===== src/rtl/dmem_arbiter.sv =====
// dmem_arbiter: round-robin share of data_memory between core (c_*) and DMA/debug (d_*).
// Ports: clock, reset (async active-low), c_*/d_* requester ports, mem_* data_memory bus, busy.
// Option: define DMEM_ARB_MISALIGN_CHK_EN to reject misaligned or reserved-size requests (err).
module dmem_arbiter #(
    parameter int ADDR_W = 32,
    parameter int DATA_W = 32
) (
    input  logic              clock,
    input  logic              reset,
    input  logic              c_req,
    input  logic              c_we,
    input  logic [ADDR_W-1:0] c_addr,
    input  logic [DATA_W-1:0] c_wdata,
    input  logic [1:0]        c_size,
    output logic              c_gnt,
    output logic              c_rvalid,
    output logic [DATA_W-1:0] c_rdata,
    output logic              c_err,
    input  logic              d_req,
    input  logic              d_we,
    input  logic [ADDR_W-1:0] d_addr,
    input  logic [DATA_W-1:0] d_wdata,
    input  logic [1:0]        d_size,
    output logic              d_gnt,
    output logic              d_rvalid,
    output logic [DATA_W-1:0] d_rdata,
    output logic              d_err,
    output logic [ADDR_W-1:0] mem_addr,
    output logic              mem_re,
    output logic              mem_we,
    output logic [DATA_W-1:0] mem_wdata,
    output logic [1:0]        mem_size,
    input  logic [DATA_W-1:0] mem_rdata,
    output logic              busy
);

    localparam logic [1:0] IDLE   = 2'd0;
    localparam logic [1:0] ACCESS = 2'd1;
    localparam logic [1:0] RESP   = 2'd2;

    // Asynchronous assert, two-flop synchronised release.
    logic rst_s1;
    logic rst_n_i;

    always_ff @(posedge clock or negedge reset) begin
        if (!reset) begin
            rst_s1  <= 1'b0;
            rst_n_i <= 1'b0;
        end else begin
            rst_s1  <= 1'b1;
            rst_n_i <= rst_s1;
        end
    end

    logic [1:0]        state;
    logic              last_d;
    logic              sel_d;
    logic              l_we;
    logic [ADDR_W-1:0] l_addr;
    logic [DATA_W-1:0] l_wdata;
    logic [1:0]        l_size;
    logic              rej_q;

    logic              any_req;
    logic              pick_d;
    logic              we_in;
    logic [ADDR_W-1:0] addr_in;
    logic [DATA_W-1:0] wdata_in;
    logic [1:0]        size_in;

    assign any_req = c_req | d_req;

    // On a tie the side not granted last wins.
    always_comb begin
        pick_d = d_req;
        if (c_req && d_req) begin
            pick_d = ~last_d;
        end
    end

    assign we_in    = pick_d ? d_we    : c_we;
    assign addr_in  = pick_d ? d_addr  : c_addr;
    assign wdata_in = pick_d ? d_wdata : c_wdata;
    assign size_in  = pick_d ? d_size  : c_size;

`ifdef DMEM_ARB_MISALIGN_CHK_EN
    logic rej_in;

    always_comb begin
        rej_in = 1'b0;
        unique case (size_in)
            2'b01:   rej_in = addr_in[0];
            2'b11:   rej_in = (addr_in[1:0] != 2'b00);
            2'b10:   rej_in = 1'b1;
            default: rej_in = 1'b0;
        endcase
    end

    always_ff @(posedge clock or negedge rst_n_i) begin
        if (!rst_n_i) begin
            rej_q <= 1'b0;
        end else if (state == IDLE && any_req) begin
            rej_q <= rej_in;
        end
    end
`else
    assign rej_q = 1'b0;
`endif

    always_ff @(posedge clock or negedge rst_n_i) begin
        if (!rst_n_i) begin
            state    <= IDLE;
            last_d   <= 1'b1;
            sel_d    <= 1'b0;
            l_we     <= 1'b0;
            l_addr   <= '0;
            l_wdata  <= '0;
            l_size   <= 2'b00;
            c_rdata  <= '0;
            d_rdata  <= '0;
            c_rvalid <= 1'b0;
            d_rvalid <= 1'b0;
        end else begin
            c_rvalid <= 1'b0;
            d_rvalid <= 1'b0;
            unique case (state)
                IDLE: begin
                    if (any_req) begin
                        sel_d   <= pick_d;
                        l_we    <= we_in;
                        l_addr  <= addr_in;
                        l_wdata <= wdata_in;
                        // Reserved size goes out as a word access.
                        l_size  <= (size_in == 2'b10) ? 2'b11 : size_in;
                        state   <= ACCESS;
                    end
                end
                ACCESS: begin
                    last_d <= sel_d;
                    state  <= (l_we || rej_q) ? IDLE : RESP;
                end
                RESP: begin
                    if (sel_d) begin
                        d_rdata  <= mem_rdata;
                        d_rvalid <= 1'b1;
                    end else begin
                        c_rdata  <= mem_rdata;
                        c_rvalid <= 1'b1;
                    end
                    state <= IDLE;
                end
                default: state <= IDLE;
            endcase
        end
    end

    logic acc;
    logic issue;

    assign acc   = (state == ACCESS);
    assign issue = acc & ~rej_q;

    assign c_gnt = acc & ~sel_d;
    assign d_gnt = acc & sel_d;
    assign c_err = acc & ~sel_d & rej_q;
    assign d_err = acc & sel_d & rej_q;

    // A rejected request puts nothing on the memory bus.
    assign mem_we    = issue & l_we;
    assign mem_re    = issue & ~l_we;
    assign mem_addr  = issue ? l_addr  : '0;
    assign mem_wdata = issue ? l_wdata : '0;
    assign mem_size  = issue ? l_size  : 2'b00;

    assign busy = (state != IDLE);

endmodule

===== config.mk =====
export PLATFORM = sky130hd
export DESIGN_NAME = dmem_arbiter
export DESIGN_NICKNAME = d
export VERILOG_FILES = /design/src/rtl/dmem_arbiter.sv
export SDC_FILE = /design/constraint.sdc
export NUM_CORES = 1
export LEC_CHECK = 0
export CAP_MARGIN = 40
export CORE_ASPECT_RATIO = 1.1
export CORE_MARGIN = 2
export CORE_UTILIZATION = 37
export DETAILED_ROUTE_END_ITERATION = 10
export MAX_ROUTING_LAYER = met4
export PLACE_DENSITY = 0.79
export RECOVER_POWER = 25
export SLEW_MARGIN = 20
export SYNTH_ARGS = -nofsm -noshare
export SYNTH_HDL_FRONTEND = slang
export SYNTH_SLANG_ARGS = --single-unit

===== constraint.sdc =====
create_clock -name clock -period 4.4 [get_ports clock]
set_clock_uncertainty 0.2 [all_clocks]
set_input_delay 0.88 -clock clock [delete_from_list [all_inputs] [get_ports clock]]
set_output_delay 0.88 -clock clock [all_outputs]
set_load 0.005 [all_outputs]

==> results.cfg, run 1 <==
[run_status]
outcome = finished with violations
failed_checks = capacitance limit, slew limit

[sta]
slew_headroom = -0.4154
timing.final.setup_violations = 0
layout_worst_path_cycle_share = 0.7349
grt_setup_unrepaired = no
timing.final.hold_violations = 0
worst_slew_pin_slew_ns = 2.123
timing.fmax_mhz = 309.2
final_max_slew_viol_count = 83
aggregate_negative_setup_slack_ns = 0
period_minus_slack_ns = 3.234

[setup_path]
cp_data_required_time_ns = 3.32
worst_path_largest_cell_delay_ns = 0.53
endpoint_kind = output port
timing.setup.critical_path_class = reg2out
critPathBufInv = 2
critical_path.cell_chain = and2b_2 -> buf_12 -> and2_1 -> clkdlybuf4s50_1
timing.critical_path.max_delay_family = buffers and inverters
worstPathMaxFanout = 68
slowest_stage = sky130_fd_sc_hd__clkdlybuf4s50_1
r2r_setup_slack_ns = 1.48
reg2regPathDepth = 3
crit_path_dat_ns = 2.15
crit-reg2reg-launch = state[1]$_DFFE_PN0P_
worstReg2RegEnd = c_rdata[8]$_DFFE_PN0P_
crit_path_start_kind = flip-flop

[placed_design]
gp_congestion = 0.7938
place.port_buffers = 306
post-dp-hpwl_mm = 12.83

[synth]
ys_async_sr_fraction = 1.000
syn_inst = 596
synth.top_cell.area_share = 0.5527
synth_top_cell_by_area = sky130_fd_sc_hd__dfrtp_1
most_common_cell_in_the_netlist = sky130_fd_sc_hd__nand2_1
yosys_warnings = 0
ys_ff_latch = 139
yosysSeqAreaShare = 0.5569
ys_dominant_reg_cell = sky130_fd_sc_hd__dfrtp_1
synth_edf_count = 0
synthesized_area_sq_um = 6248
synth.lib_cells_used.distinct = 30
syn_avg_cell_area_sq_um = 10.48
post_synth_most_frequent_cells = sky130_fd_sc_hd__nand2_1 (161), sky130_fd_sc_hd__dfrtp_1 (138), sky130_fd_sc_hd__mux2i_1 (65)
post_synth_main_area_contributors = sky130_fd_sc_hd__dfrtp_1 (55%), sky130_fd_sc_hd__mux2i_1 (10%), sky130_fd_sc_hd__nand2_1 (9.7%)

[die]
design.die.area_sq_um = 17940
num_io_pins = 309
floorplan.rows = 49
core_region_area_sq_um = 16430
die_height_um = 140.3
floorplan.initialDensity = 0.3803
die_w_um = 127.9

[cts]
resized_gates_after_cts = 0
clk_pin_slew_worst_paths_ns = 0.06
cts-htree-levels = 4
hold_buffers = 0
cts_setup_buffers = 0
numCtsBuffers = 17
cts_tree = built
insertion_delay_ns = 0.41
clkSinkCount = 139
cts_max_path_buffers = 2
clock-root-buffer = sky130_fd_sc_hd__clkbuf_16

[min_path]
hold_start = rst_s1$_DFF_PN0_
hold-path-cell-count = 0
min_delay_worst_endpoint = rst_n_i$_DFF_PN0_
worstHoldPathType = reg2reg

[run]
maxCapViolCount = 2

[route]
post_drt_via_cell_ratio = 4.743
wire_per_inst_um = 16.06
detail_route.wirelength.met1_mm = 7.180
detail_route.first_pass.iterations = 4
detail-route-antenna-nets = 0
route.met3.wl_mm = 1.231
detailroute.via_count = 5251
drc = 0
wl_mm = 17.77
routed-wl-met2_mm = 8.906
maxUsedRoutingLayer = met4
drt-initial-drc-count = 247

[layout]
final_net_count = 1060
antenna_cells = 0
final.fill_count = 1404
area_growth_pct = 61.51
fraction_of_final_layout_cells_sized_beyond_drive_strength_1 = 0.1074

[global_route]
grt_max_degree = 90
antenna_found_initial = 0
grt_pass1_vias = 5311
grt_first_pass_wirelength_mm = 27.45
grtUsageTotal = 0.2035
gr-total-overflow = 0

[pwr]
peakVddDrop_v = 0.0003393
leakage_nw = 4.459
power.density_cell_area_nw_per_um2 = 649.6
report.power.total_mw = 6.556
[routing by layer]
metal / global-route usage / vias to the layer above
li1: - / 2541
met1: 0.2312 / 2443
met2: 0.3420 / 238
met3: 0.05959 / 29
met4: 0.07230 / 0
met5: - / -
[layout by cell type, fill, tap and decap left out, drive strengths merged, types with 2 or more instances in the layout]
| cell | n |
|---|---|
| clkdlybuf4s50 | 305 |
| nand2 | 161 |
| dfrtp | 138 |
| and2 | 68 |
| o21ai | 66 |
| mux2i | 65 |
| mux2 | 32 |
| clkbuf | 20 |
| buf | 7 |
| inv | 6 |
| nor2 | 5 |
| clkinv | 5 |
| conb | 3 |
| clkinvlp | 3 |
| nor3 | 2 |
| a21o | 2 |
| bufinv | 2 |
[worst max path at each step]
stage | to | slack [ns] | cells past startpoint | start
final | mem_we | 1.17 | 4 | state[1]$_DFFE_PN0P_
after global routing | d_gnt | 1.06 | 4 | state[1]$_DFFE_PN0P_
after CTS | mem_we | 1.12 | 4 | state[1]$_DFFE_PN0P_
after detailed placement | l_size[0]$_DFFE_PN0P_ | 1.46 | 6 | d_req
after global placement | l_size[0]$_DFFE_PN0P_ | 1.51 | 6 | d_req
after floorplan | c_rdata[0]$_DFFE_PN0P_ | 0.04 | 0 | rst_n_i$_DFF_PN0_
[cell families (layout without fill, tap and decap cells)]
family | count (synthesis) | count (layout) | synth area share
other cells | 2 | 3 | 0.001202
simple gates | 242 | 242 | 0.1830
flops | 139 | 139 | 0.5569
compound gates | 73 | 73 | 0.06208
buf+inv | 43 | 349 | 0.03504
mux | 97 | 97 | 0.1618
[sequential cells by signal (all words and copies together) (netlist names), 2 cells and up]
| name | cells |
|---|---|
| state | 2 |
| l_addr | 32 |
| l_wdata | 32 |
| c_rdata | 32 |
| d_rdata | 32 |
| l_size | 2 |
[worst register-to-register path: stages (launching register included)]
cell and delay (ns):
sky130_fd_sc_hd__dfrtp_1 0.47, sky130_fd_sc_hd__nor3b_4 0.23, sky130_fd_sc_hd__clkbuf_1 1.42, sky130_fd_sc_hd__mux2_2 0.49
[metrics by stage]
stage | setup WS, ns | area, sq um | utilization | hold slack (ns) | std cells
finish | 1.166 | 10090 | 0.6142 | 0.1567 | 1107
global route | 1.062 | 10090 | 0.6142 | 0.1612 | 1107
CTS | 1.119 | 10100 | 0.6147 | 0.1567 | 1107
detailed placement | 1.457 | 9515 | 0.5791 | 0.1371 | 1075
global placement | 1.507 | 9488 | 0.5774 | 0.1374 | 1074
floorplan | 0.04223 | 6252 | - | 0.1312 | 597
[where the power goes]
part	internal, mW	switching [mW]	total, mW
sequential	1.92	0.333	2.25
clock	0.854	0.561	1.41
combinational	1.71	1.18	2.89
[cell type report]
cell class,instances,area [sq um],area share
Sequential cell,139,3480,0.3448
Timing Repair Buffer,314,3189,0.3160
Multi-Input combinational cell,415,2572,0.2549
Clock buffer,19,442.9,0.04389
Tap cell,204,255.2,0.02529
Clock inverter,13,141.4,0.01401
Inverter,3,11.26,0.001116
No activity file was read; power rests on OpenSTA's default activity.
==> run 2, diff against run 1 <==
Settings changed: CORE_UTILIZATION 37 to 41, PLACE_DENSITY 0.79 to 0.82.
Clock period 4.4 ns to 3.04 ns, I/O delays scaled along.
==> results.cfg, run 2 (synthesis gave the netlist of run 1 again) <==
[run_status]
outcome = finished with violations
failed_checks = capacitance limit, slew limit

[route]
wire_per_inst_um = 15.85
drt-initial-drc-count = 292
detail_route.first_pass.iterations = 4
detail-route-antenna-nets = 0
post_drt_via_cell_ratio = 4.768
wl_mm = 17.48
drc = 0
detailroute.via_count = 5259

[sta]
slew_headroom = -0.4676
timing.final.setup_violations = 0
grt_setup_unrepaired = no
final_max_slew_viol_count = 53
worst_slack_ns = 0.1326
timing.final.hold_violations = 0
timing.fmax_mhz = 344.0
layout_worst_path_cycle_share = 0.9564
worst_slew_pin_slew_ns = 2.201
period_minus_slack_ns = 2.907
aggregate_negative_setup_slack_ns = 0
worst_hold_slack_ns = 0.1492

[setup_path]
critical_path.cell_chain = and2b_2 -> buf_6 -> and2_1 -> clkdlybuf4s50_1
slowest_stage = sky130_fd_sc_hd__clkdlybuf4s50_1
reg2regPathDepth = 1
crit_path_dat_ns = 2.10
worstPathMaxFanout = 44
critPathBufInv = 2
crit_path_start_kind = flip-flop
worst_path_largest_cell_delay_ns = 0.53
critical_path_depth = 4
timing.critical_path.max_delay_family = buffers and inverters
endpoint_kind = output port
cp_data_required_time_ns = 2.23
timing.setup.critical_path_class = reg2out

[die]
die_height_um = 133.5
floorplan.initialDensity = 0.4167
num_io_pins = 309
core_region_area_sq_um = 15000
floorplan.rows = 47
design.die.area_sq_um = 16240
die_w_um = 121.7

[layout]
fraction_of_final_layout_cells_sized_beyond_drive_strength_1 = 0.1114
antenna_cells = 0
layout_commonest_cell = sky130_fd_sc_hd__clkdlybuf4s50_1
final.fill_count = 1175
area_growth_pct = 61.27
layout_common_cells = sky130_fd_sc_hd__clkdlybuf4s50_1 (305), sky130_fd_sc_hd__nand2_1 (161), sky130_fd_sc_hd__dfrtp_1 (138)
final_net_count = 1064

[cts]
cts-htree-levels = 4
cts_setup_buffers = 0
numCtsBuffers = 17
cts_max_path_buffers = 2
clk_pin_slew_worst_paths_ns = 0.06
clkSinkCount = 139
cts_tree = built
insertion_delay_ns = 0.41
clock-root-buffer = sky130_fd_sc_hd__clkbuf_16

[pwr]
power.density_cell_area_nw_per_um2 = 936.2
power.share.clock = 0.213
switching_share = 0.3176
internal_power_mw = 6.438
leakage_nw = 4.471
switchingPower_mw = 2.996
share_comb_of_total_power = 0.438
peakVddDrop_v = 0.0004847
power_frac_seq = 0.349

[min_path]
hold-path-cell-count = 0
worstHoldPathType = reg2reg

[global_route]
grt_max_degree = 87
grt_pass1_vias = 5364
grtUsageTotal = 0.2262
antenna_found_initial = 0
gr-total-overflow = 0
grt_first_pass_wirelength_mm = 27.58

[placed_design]
post-dp-hpwl_mm = 12.84
place.port_buffers = 306
gp_congestion = 0.7715
dp_slack_ns = 0.4507

[run]
maxCapViolCount = 1
[run 2: layout make-up]
cell class	count	area [sq um]	area share
sequential	139	3480	0.3453
timing repair buffer	318	3204	0.3180
multi-input combinational	415	2561	0.2542
clock buffer	18	429.2	0.04259
tap	196	245.2	0.02434
clock inverter	14	146.4	0.01453
inverter	3	11.26	0.001117
[run 2: power by group through the flow]
stage	clock network [mW]	registers, mW	logic [mW]
floorplan	0	3.24	1.87
global placement	0	3.28	4.07
detailed placement	0	3.31	4.17
CTS	2.05	3.30	4.20
global route	2.12	3.41	4.57
finish	2.01	3.29	4.14
[run 2: worst paths after layout]
| kind | start | end | slack (ns) |
|---|---|---|---|
| max | state[1]$_DFFE_PN0P_ | d_gnt | 0.13 |
| min | rst_s1$_DFF_PN0_ | rst_n_i$_DFF_PN0_ | 0.15 |
| max reg2reg | rst_n_i$_DFF_PN0_ | d_rdata[14]$_DFFE_PN0P_ | 0.60 |
| min reg2reg | rst_s1$_DFF_PN0_ | rst_n_i$_DFF_PN0_ | 0.15 |
| max in group asynchronous | rst_n_i$_DFF_PN0_ | d_rdata[14]$_DFFE_PN0P_ | 0.60 |
| min in group asynchronous | reset | rst_n_i$_DFF_PN0_ | 0.23 |
[run 2: repair_timing]
action / CTS / global route
hold buffers: 0 / 0
endpoints found under the setup margin: 0 / 36
resized for setup: 0 / 1
[run 2: stage by stage]
stage / instances / util / power, mW / instance area (sq um)
after floorplan: 597 / - / 5.118 / 6254
after global placement: 1071 / 0.6345 / 7.347 / 9515
after detailed placement: 1071 / 0.6345 / 7.486 / 9515
after CTS: 1103 / 0.6729 / 9.546 / 10090
after global routing: 1103 / 0.6720 / 10.10 / 10080
final: 1103 / 0.6720 / 9.434 / 10080
[run 2: metal layers]
metal | GRT usage | vias to the layer above | wire [um]
li1 | - | 2555 | -
met1 | 0.2591 | 2450 | 7056
met4 | 0.07152 | 0 | 325
met5 | - | - | 0
met2 | 0.3889 | 231 | 8831
met3 | 0.05608 | 23 | 1269
